[config.mk]
export PLATFORM = sky130hd
export DESIGN_NAME = tcu_noc_burst_packer
export DESIGN_NICKNAME = d
export VERILOG_FILES = /design/src/rtl/tcu_noc_burst_packer.sv
export SDC_FILE = /design/constraint.sdc
export NUM_CORES = 1
export LEC_CHECK = 0
export BUFFER_PORTS_ARGS = -buffer_cell sky130_fd_sc_hd__buf_2
export CORE_MARGIN = 3
export CORE_UTILIZATION = 47
export DETAILED_ROUTE_END_ITERATION = 10
export GPL_ROUTABILITY_DRIVEN = 0
export PLACE_DENSITY_LB_ADDON = 0.2
export SLEW_MARGIN = 20
export SYNTH_ARGS = -nofsm -noshare
export SYNTH_HDL_FRONTEND = slang
export SYNTH_SLANG_ARGS = --single-unit
[constraint.sdc]
create_clock -name clk_i -period 1.9 [get_ports clk_i]
set_input_delay 0 -clock clk_i [delete_from_list [all_inputs] [get_ports clk_i]]
set_output_delay 0 -clock clk_i [all_outputs]
set_load 0.02 [all_outputs]
[src/rtl/tcu_noc_burst_packer.sv]
// Packs a TCU send command plus its 64-bit payload words into NoC flits:
// one flit for a single word, otherwise a header flit followed by two-word payload flits.
module tcu_noc_burst_packer #(
  parameter int NOC_DATA_SIZE   = 64,
  parameter int NOC_ADDR_SIZE   = 32,
  parameter int NOC_MODE_SIZE   = 4,
  parameter int NOC_MODID_SIZE  = 8,
  parameter int NOC_CHIPID_SIZE = 6,
  parameter int NOC_BSEL_SIZE   = 16,
  parameter int MAX_BURST_FLITS = 32,
  parameter int LEN_SIZE        = 7
) (
  input  logic                       clk_i,
  input  logic                       reset_n_i,
  input  logic                       cmd_valid_i,
  output logic                       cmd_ready_o,
  input  logic [LEN_SIZE-1:0]        cmd_len_i,
  input  logic [NOC_CHIPID_SIZE-1:0] cmd_trg_chipid_i,
  input  logic [NOC_MODID_SIZE-1:0]  cmd_trg_modid_i,
  input  logic [NOC_MODE_SIZE-1:0]   cmd_mode_i,
  input  logic [NOC_ADDR_SIZE-1:0]   cmd_addr_i,
  input  logic [NOC_CHIPID_SIZE-1:0] src_chipid_i,
  input  logic [NOC_MODID_SIZE-1:0]  src_modid_i,
  input  logic                       wdata_valid_i,
  input  logic [NOC_DATA_SIZE-1:0]   wdata_i,
  output logic                       wdata_ready_o,
  output logic                       err_o,
  output logic                       busy_o,
  output logic                       noc_wrreq_o,
  output logic                       noc_burst_o,
  output logic [NOC_BSEL_SIZE-1:0]   noc_bsel_o,
  output logic [NOC_CHIPID_SIZE-1:0] noc_src_chipid_o,
  output logic [NOC_MODID_SIZE-1:0]  noc_src_modid_o,
  output logic [NOC_CHIPID_SIZE-1:0] noc_trg_chipid_o,
  output logic [NOC_MODID_SIZE-1:0]  noc_trg_modid_o,
  output logic [NOC_MODE_SIZE-1:0]   noc_mode_o,
  output logic [NOC_ADDR_SIZE-1:0]   noc_addr_o,
  output logic [NOC_DATA_SIZE-1:0]   noc_data0_o,
  output logic [NOC_DATA_SIZE-1:0]   noc_data1_o,
  input  logic                       noc_stall_i
);

  localparam logic [LEN_SIZE:0] MAX_WORDS = (LEN_SIZE+1)'(2*MAX_BURST_FLITS);
  localparam logic [NOC_BSEL_SIZE-1:0] BSEL_LO =
    {{(NOC_BSEL_SIZE/2){1'b0}}, {(NOC_BSEL_SIZE/2){1'b1}}};

  typedef enum logic [1:0] {IDLE, HDR, PAY, LAST} state_t;

  typedef struct packed {
    logic                       burst;
    logic [NOC_BSEL_SIZE-1:0]   bsel;
    logic [NOC_CHIPID_SIZE-1:0] src_chipid;
    logic [NOC_MODID_SIZE-1:0]  src_modid;
    logic [NOC_CHIPID_SIZE-1:0] trg_chipid;
    logic [NOC_MODID_SIZE-1:0]  trg_modid;
    logic [NOC_MODE_SIZE-1:0]   mode;
    logic [NOC_ADDR_SIZE-1:0]   addr;
    logic [NOC_DATA_SIZE-1:0]   data0;
    logic [NOC_DATA_SIZE-1:0]   data1;
  } flit_t;

  typedef struct packed {
    logic [NOC_CHIPID_SIZE-1:0] trg_chipid;
    logic [NOC_MODID_SIZE-1:0]  trg_modid;
    logic [NOC_MODE_SIZE-1:0]   mode;
    logic [NOC_ADDR_SIZE-1:0]   addr;
  } cmd_t;

  state_t               state, state_nxt;
  flit_t                flit_q, flit_d;
  logic                 flit_load;
  logic                 wrreq_q;
  cmd_t                 cmd_q;
  logic [LEN_SIZE-1:0]  cnt;
  logic [LEN_SIZE-1:0]  cnt_dec;
  logic                 odd;
  logic                 single;
  logic [NOC_DATA_SIZE-1:0] lo_reg;
  logic                 err_q;

  logic out_free, cmd_acc, word_acc, len_bad, len_one;

  // Output register may take a new flit when empty or being drained this cycle.
  assign out_free = !wrreq_q || !noc_stall_i;
  assign cmd_acc  = cmd_valid_i && cmd_ready_o;
  assign word_acc = wdata_valid_i && wdata_ready_o;
  assign len_bad  = (cmd_len_i == '0) || ({1'b0, cmd_len_i} > MAX_WORDS);
  assign len_one  = (cmd_len_i == LEN_SIZE'(1));
  assign cnt_dec  = cnt - LEN_SIZE'(1);

  // FSM: state register
  always_ff @(posedge clk_i or negedge reset_n_i) begin
    if (!reset_n_i) state <= IDLE;
    else            state <= state_nxt;
  end

  // FSM: next state
  always_comb begin
    state_nxt = state;
    case (state)
      IDLE: if (cmd_acc && !len_bad) state_nxt = len_one ? LAST : HDR;
      HDR:  state_nxt = PAY;
      PAY:  if (word_acc && odd) begin
              if (cnt_dec == '0)                 state_nxt = IDLE;
              else if (cnt_dec == LEN_SIZE'(1))  state_nxt = LAST;
            end
      LAST: if (word_acc) state_nxt = IDLE;
      default: state_nxt = IDLE;
    endcase
  end

  // FSM: handshake outputs; odd words and the final word need room in the output register
  always_comb begin
    cmd_ready_o   = 1'b0;
    wdata_ready_o = 1'b0;
    case (state)
      IDLE:    cmd_ready_o   = out_free;
      HDR:     wdata_ready_o = 1'b1;
      PAY:     wdata_ready_o = odd ? out_free : 1'b1;
      LAST:    wdata_ready_o = out_free;
      default: ;
    endcase
  end

  // Next flit: header on command accept, pair on odd word, tail on last word.
  always_comb begin
    flit_d    = '0;
    flit_load = 1'b0;
    if (state == IDLE && cmd_acc && !len_bad && !len_one) begin
      flit_load         = 1'b1;
      flit_d.burst      = 1'b1;
      flit_d.bsel       = '1;
      flit_d.src_chipid = src_chipid_i;
      flit_d.src_modid  = src_modid_i;
      flit_d.trg_chipid = cmd_trg_chipid_i;
      flit_d.trg_modid  = cmd_trg_modid_i;
      flit_d.mode       = cmd_mode_i;
      flit_d.addr       = cmd_addr_i;
      flit_d.data0      = NOC_DATA_SIZE'(cmd_len_i);
    end else if (state == PAY && odd && word_acc) begin
      flit_load    = 1'b1;
      flit_d.burst = (cnt_dec != '0);
      flit_d.bsel  = '1;
      flit_d.data0 = lo_reg;
      flit_d.data1 = wdata_i;
    end else if (state == LAST && word_acc) begin
      flit_load    = 1'b1;
      flit_d.bsel  = BSEL_LO;
      flit_d.data0 = wdata_i;
      if (single) begin
        flit_d.src_chipid = src_chipid_i;
        flit_d.src_modid  = src_modid_i;
        flit_d.trg_chipid = cmd_q.trg_chipid;
        flit_d.trg_modid  = cmd_q.trg_modid;
        flit_d.mode       = cmd_q.mode;
        flit_d.addr       = cmd_q.addr;
      end
    end
  end

  always_ff @(posedge clk_i or negedge reset_n_i) begin
    if (!reset_n_i) begin
      wrreq_q <= 1'b0;
      flit_q  <= '0;
    end else if (flit_load) begin
      wrreq_q <= 1'b1;
      flit_q  <= flit_d;
    end else if (!noc_stall_i) begin
      wrreq_q <= 1'b0;
    end
  end

  always_ff @(posedge clk_i or negedge reset_n_i) begin
    if (!reset_n_i) begin
      cmd_q  <= '0;
      cnt    <= '0;
      odd    <= 1'b0;
      single <= 1'b0;
      lo_reg <= '0;
      err_q  <= 1'b0;
    end else begin
      err_q <= cmd_acc && len_bad;
      if (cmd_acc) begin
        cmd_q  <= '{cmd_trg_chipid_i, cmd_trg_modid_i, cmd_mode_i, cmd_addr_i};
        cnt    <= cmd_len_i;
        odd    <= 1'b0;
        single <= len_one;
      end else if (word_acc) begin
        cnt <= cnt_dec;
        odd <= !odd;
        if (!odd) lo_reg <= wdata_i;
      end
    end
  end

  assign err_o            = err_q;
  assign busy_o           = (state != IDLE) || wrreq_q;
  assign noc_wrreq_o      = wrreq_q;
  assign noc_burst_o      = flit_q.burst;
  assign noc_bsel_o       = flit_q.bsel;
  assign noc_src_chipid_o = flit_q.src_chipid;
  assign noc_src_modid_o  = flit_q.src_modid;
  assign noc_trg_chipid_o = flit_q.trg_chipid;
  assign noc_trg_modid_o  = flit_q.trg_modid;
  assign noc_mode_o       = flit_q.mode;
  assign noc_addr_o       = flit_q.addr;
  assign noc_data0_o      = flit_q.data0;
  assign noc_data1_o      = flit_q.data1;

endmodule

==> summary.txt <==
Min path
  – Worst Hold Class: in -> async

Timing
  – Normalized max-slew margin: 0.535
  – Setup Total Neg Slack: -12970 ps
  – WHS: 20.7 ps
  – Fin. Hold Viols: 0
  – FMAX: between 400 and 500 MHz
  – RSZ-0062 raised after global routing: true
  – Max-slew violation count: 0
  – Endpoints failing setup: 224
  – Worst Clk Skew: 15.4 ps
  – Worst-Margin Slew: 692 ps
  – Worst setup margin: -147 ps
  – Final Cycle Share: 1.08
  – Clock period minus worst slack: just over 2000 ps

Pwr
  – Total net switching power: 12.5 mW
  – Power density over the cells: 1660 nW/µm²
  – IR drop worst, VDD: 960 µV
  – Clock power frac: 0.204
  – Combinational share of power: 0.444
  – Switching share of total power: 0.376
  – Int Pwr: just over 20 mW
  – Pleak: ~10 nW
  – Power Total: 33.2 mW
  – Flop pwr share: 0.351

Routing
  – Antenna-violating nets left: 0
  – Starting DRC count in detailed routing: 795
  – Final WL: 45.8 mm
  – Vias: ~12000
  – DRC viols: 0
  – Router iterations before antenna repair: 5
  – Vias/cell: 5.64
  – Wire per inst: 21.7 µm

CTS
  – Root buffer cell: clkbuf_16
  – Clock Path Buffers: 3
  – Clock-pin transition on the worst setup and hold timing paths: 60 ps
  – Clock Sinks: 322
  – Worst-Skew Late Latency: ~520 ps
  – CTS tree: done
  – CTS Buf Count: 35
  – Max H-tree Level: 2

Setup path
  – CP max stage delay: 490 ps
  – Crit path capture type: flip-flop
  – Crit-path cells: buf_6 -> a21bo_4 -> nor3_2 -> buf_4 -> a21oi_4 -> nand2_4 -> buf_12 -> o221a_4
  – Startpoint types: flip-flop
  – Data arrival, critical path: 2460 ps
  – WP data required: 2310 ps
  – Worst r2r dst: noc_trg_modid_o[7]
  – CP max stage cell: a21oi_4
  – Worst Setup Path Type: reg -> reg
  – Depth of the most critical reg-to-reg path: 8
  – Worst reg2reg startpoint: noc_wrreq_o
  – Critical path fanouts, max: 8
  – Worst Setup SP: noc_wrreq_o
  – FF-to-FF setup slack: -150 ps

Global route
  – Vias in the first global route: 11900
  – Initial antenna violation count: 0
  – Largest net degree at the start of global routing: 77
  – GR Util All Layers: 0.276
  – Global-route wire length before repair: 66.9 mm
  – Total gr overflow: 0

Die
  – I/O pin count: roughly 350
  – Core ar.: 27200 µm²
  – Die W: 173 µm
  – Starting Density: 0.482
  – Die ar.: 29900 µm²
  – Row cnt: 60
  – Die Y: between 150 and 200 µm

Place
  – Placement Cell Area: 15600 µm²
  – Final HPWL DP: 24.7 mm
  – Dpl cells: 1847
  – IO buf count: between 300 and 400

Logic synthesis
  – Seq/Total Area, Yosys: 0.615
  – Synth Flop Type: dfrtp_1
  – EDFF count, synth: 0
  – Yosys Warn Count: 0
  – Post-synthesis register bit count: 322
  – Avg Cell Area, Syn: 11.3 µm²
  – Cell count after synthesis: 1154
  – Mapped Area: 13100 µm²
  – Synthesized Nets: 1297
  – Netlist cell types: 57
  – Post-synthesis async set-or-reset flop share: 1.00

Status
  – Violated checks: negative setup slack
  – Status: finished with violations

Cells and area
  – Post-Layout Inst Area: 20000 µm²
  – Layout cells sized above 1: 0.411
  – Area Overhead vs Synth: 52.6%
  – Fill cells: 1774
  – Commonest non-fill, non-tap cell in the layout: buf_2
  – Final #Nets: 1852
  – Most frequent cells in the layout: buf_2, dfrtp_1, nand2_1
  – Fin cells: 2106

Flow run
  – # Max-Cap Violations: 0
==> worst max path at each step <==
stage | depth (start not counted) | endpoint
after floorplan | 9 | lo_reg[14]
after global placement | 6 | noc_data0_o[0]
after detailed placement | 6 | noc_data0_o[18]
after CTS | 8 | noc_data1_o[39]
after global routing | 8 | noc_trg_modid_o[7]
final | 8 | noc_trg_modid_o[7]
==> worst max-delay path: cells and delay by family, from the launching register on <==
kind	cells	cell delay [ps]
simple gates	2	200
flops	1	380
buf+inv	3	470
compound gates	3	880
==> cell families after synthesis <==
| family | Yosys count | synth area share |
|---|---|---|
| multiplexers | 64 | 0.0550 |
| buffers and inverters | 160 | 0.0565 |
| flip-flops | 322 | 0.615 |
| adder cells (fa/ha/maj) | 3 | 0.00287 |
| AND/OR/NAND/NOR | 294 | 0.0908 |
| XOR/XNOR | 2 | 0.00134 |
| AO/OA/AOI/OAI | 309 | 0.178 |
==> metrics by stage <==
stage / worst slack [ps] / util
finish: -147 / 0.735
global route: -211 / 0.735
CTS: -111 / 0.697
detailed placement: -448 / 0.575
global placement: -382 / 0.575
floorplan: -23.1 / -
==> metal layers <==
| metal | routed length (µm) | global-route usage | part of all wire |
|---|---|---|---|
| met1 | 18400 | 0.359 | 0.40 |
| met2 | 22200 | 0.453 | 0.49 |
| met3 | 3520 | 0.0635 | 0.077 |
| met4 | 1610 | 0.108 | 0.035 |
| met5 | 0 | 0 | 0 |
==> what timing repair did <==
action / 4_1_cts / 5_1_grt
setup buffers: 14 / 22
hold buffers: 137 / 1
gates cloned: 13 / 16
hold endpoints to repair: 637 / 1
pin swaps: 13 / 36
gates resized for setup: 76 / 186
endpoints found under the setup margin: 264 / 275
==> power by group through the flow <==
stage	Sequential, mW	Clock, mW	Combinational [mW]
after floorplan	13.3	0	4.85
after global placement	11.4	0	10.6
after detailed placement	11.5	0	10.9
after CTS	11.5	6.86	12.5
after global routing	12.0	7.16	15.6
final	11.7	6.78	14.8
==> Yosys cell counts, types with 2 or more instances <==
library cell | count | area [µm²]
o221a_2 | 17 | 191
clkbuf_2 | 4 | 20.0
buf_1 | 11 | 41.3
or3_1 | 3 | 18.8
and3_1 | 3 | 18.8
nand3b_1 | 2 | 15.0
o21ai_0 | 51 | 255
nor2_1 | 80 | 300
xnor2_1 | 2 | 17.5
a2bb2oi_1 | 3 | 26.3
a22o_1 | 78 | 683
nor2b_1 | 2 | 12.5
ha_1 | 3 | 37.5
nor4_1 | 3 | 18.8
buf_4 | 22 | 165
or2_1 | 2 | 12.5
buf_2 | 23 | 115
mux2_2 | 64 | 721
a221oi_1 | 35 | 307
o21ai_1 | 9 | 45.0
a32oi_1 | 2 | 17.5
a22oi_1 | 63 | 473
a21oi_1 | 25 | 125
buf_6 | 3 | 33.8
and2_1 | 3 | 18.8
inv_1 | 63 | 236
dfrtp_1 | 322 | 8060
o211ai_1 | 3 | 22.5
nand2_1 | 182 | 683
clkbuf_1 | 34 | 128
o22ai_1 | 6 | 37.5
nor3_1 | 3 | 15.0
nand3_1 | 4 | 20.0
==> cell type report <==
type / instances / area, µm² / share of cell area
Inverter: 63 / 236 / 0.0118
Sequential cell: 322 / 8060 / 0.403
Clock buffer: 48 / 1010 / 0.0503
Tap cell: 372 / 465 / 0.0233
Multi-Input combinational cell: 675 / 5170 / 0.259
Timing Repair Buffer: 612 / 4910 / 0.246
Clock inverter: 13 / 133 / 0.00664
Antenna cell: 1 / 2.50 / 0.000125
(Power assumes the default switching activity.)
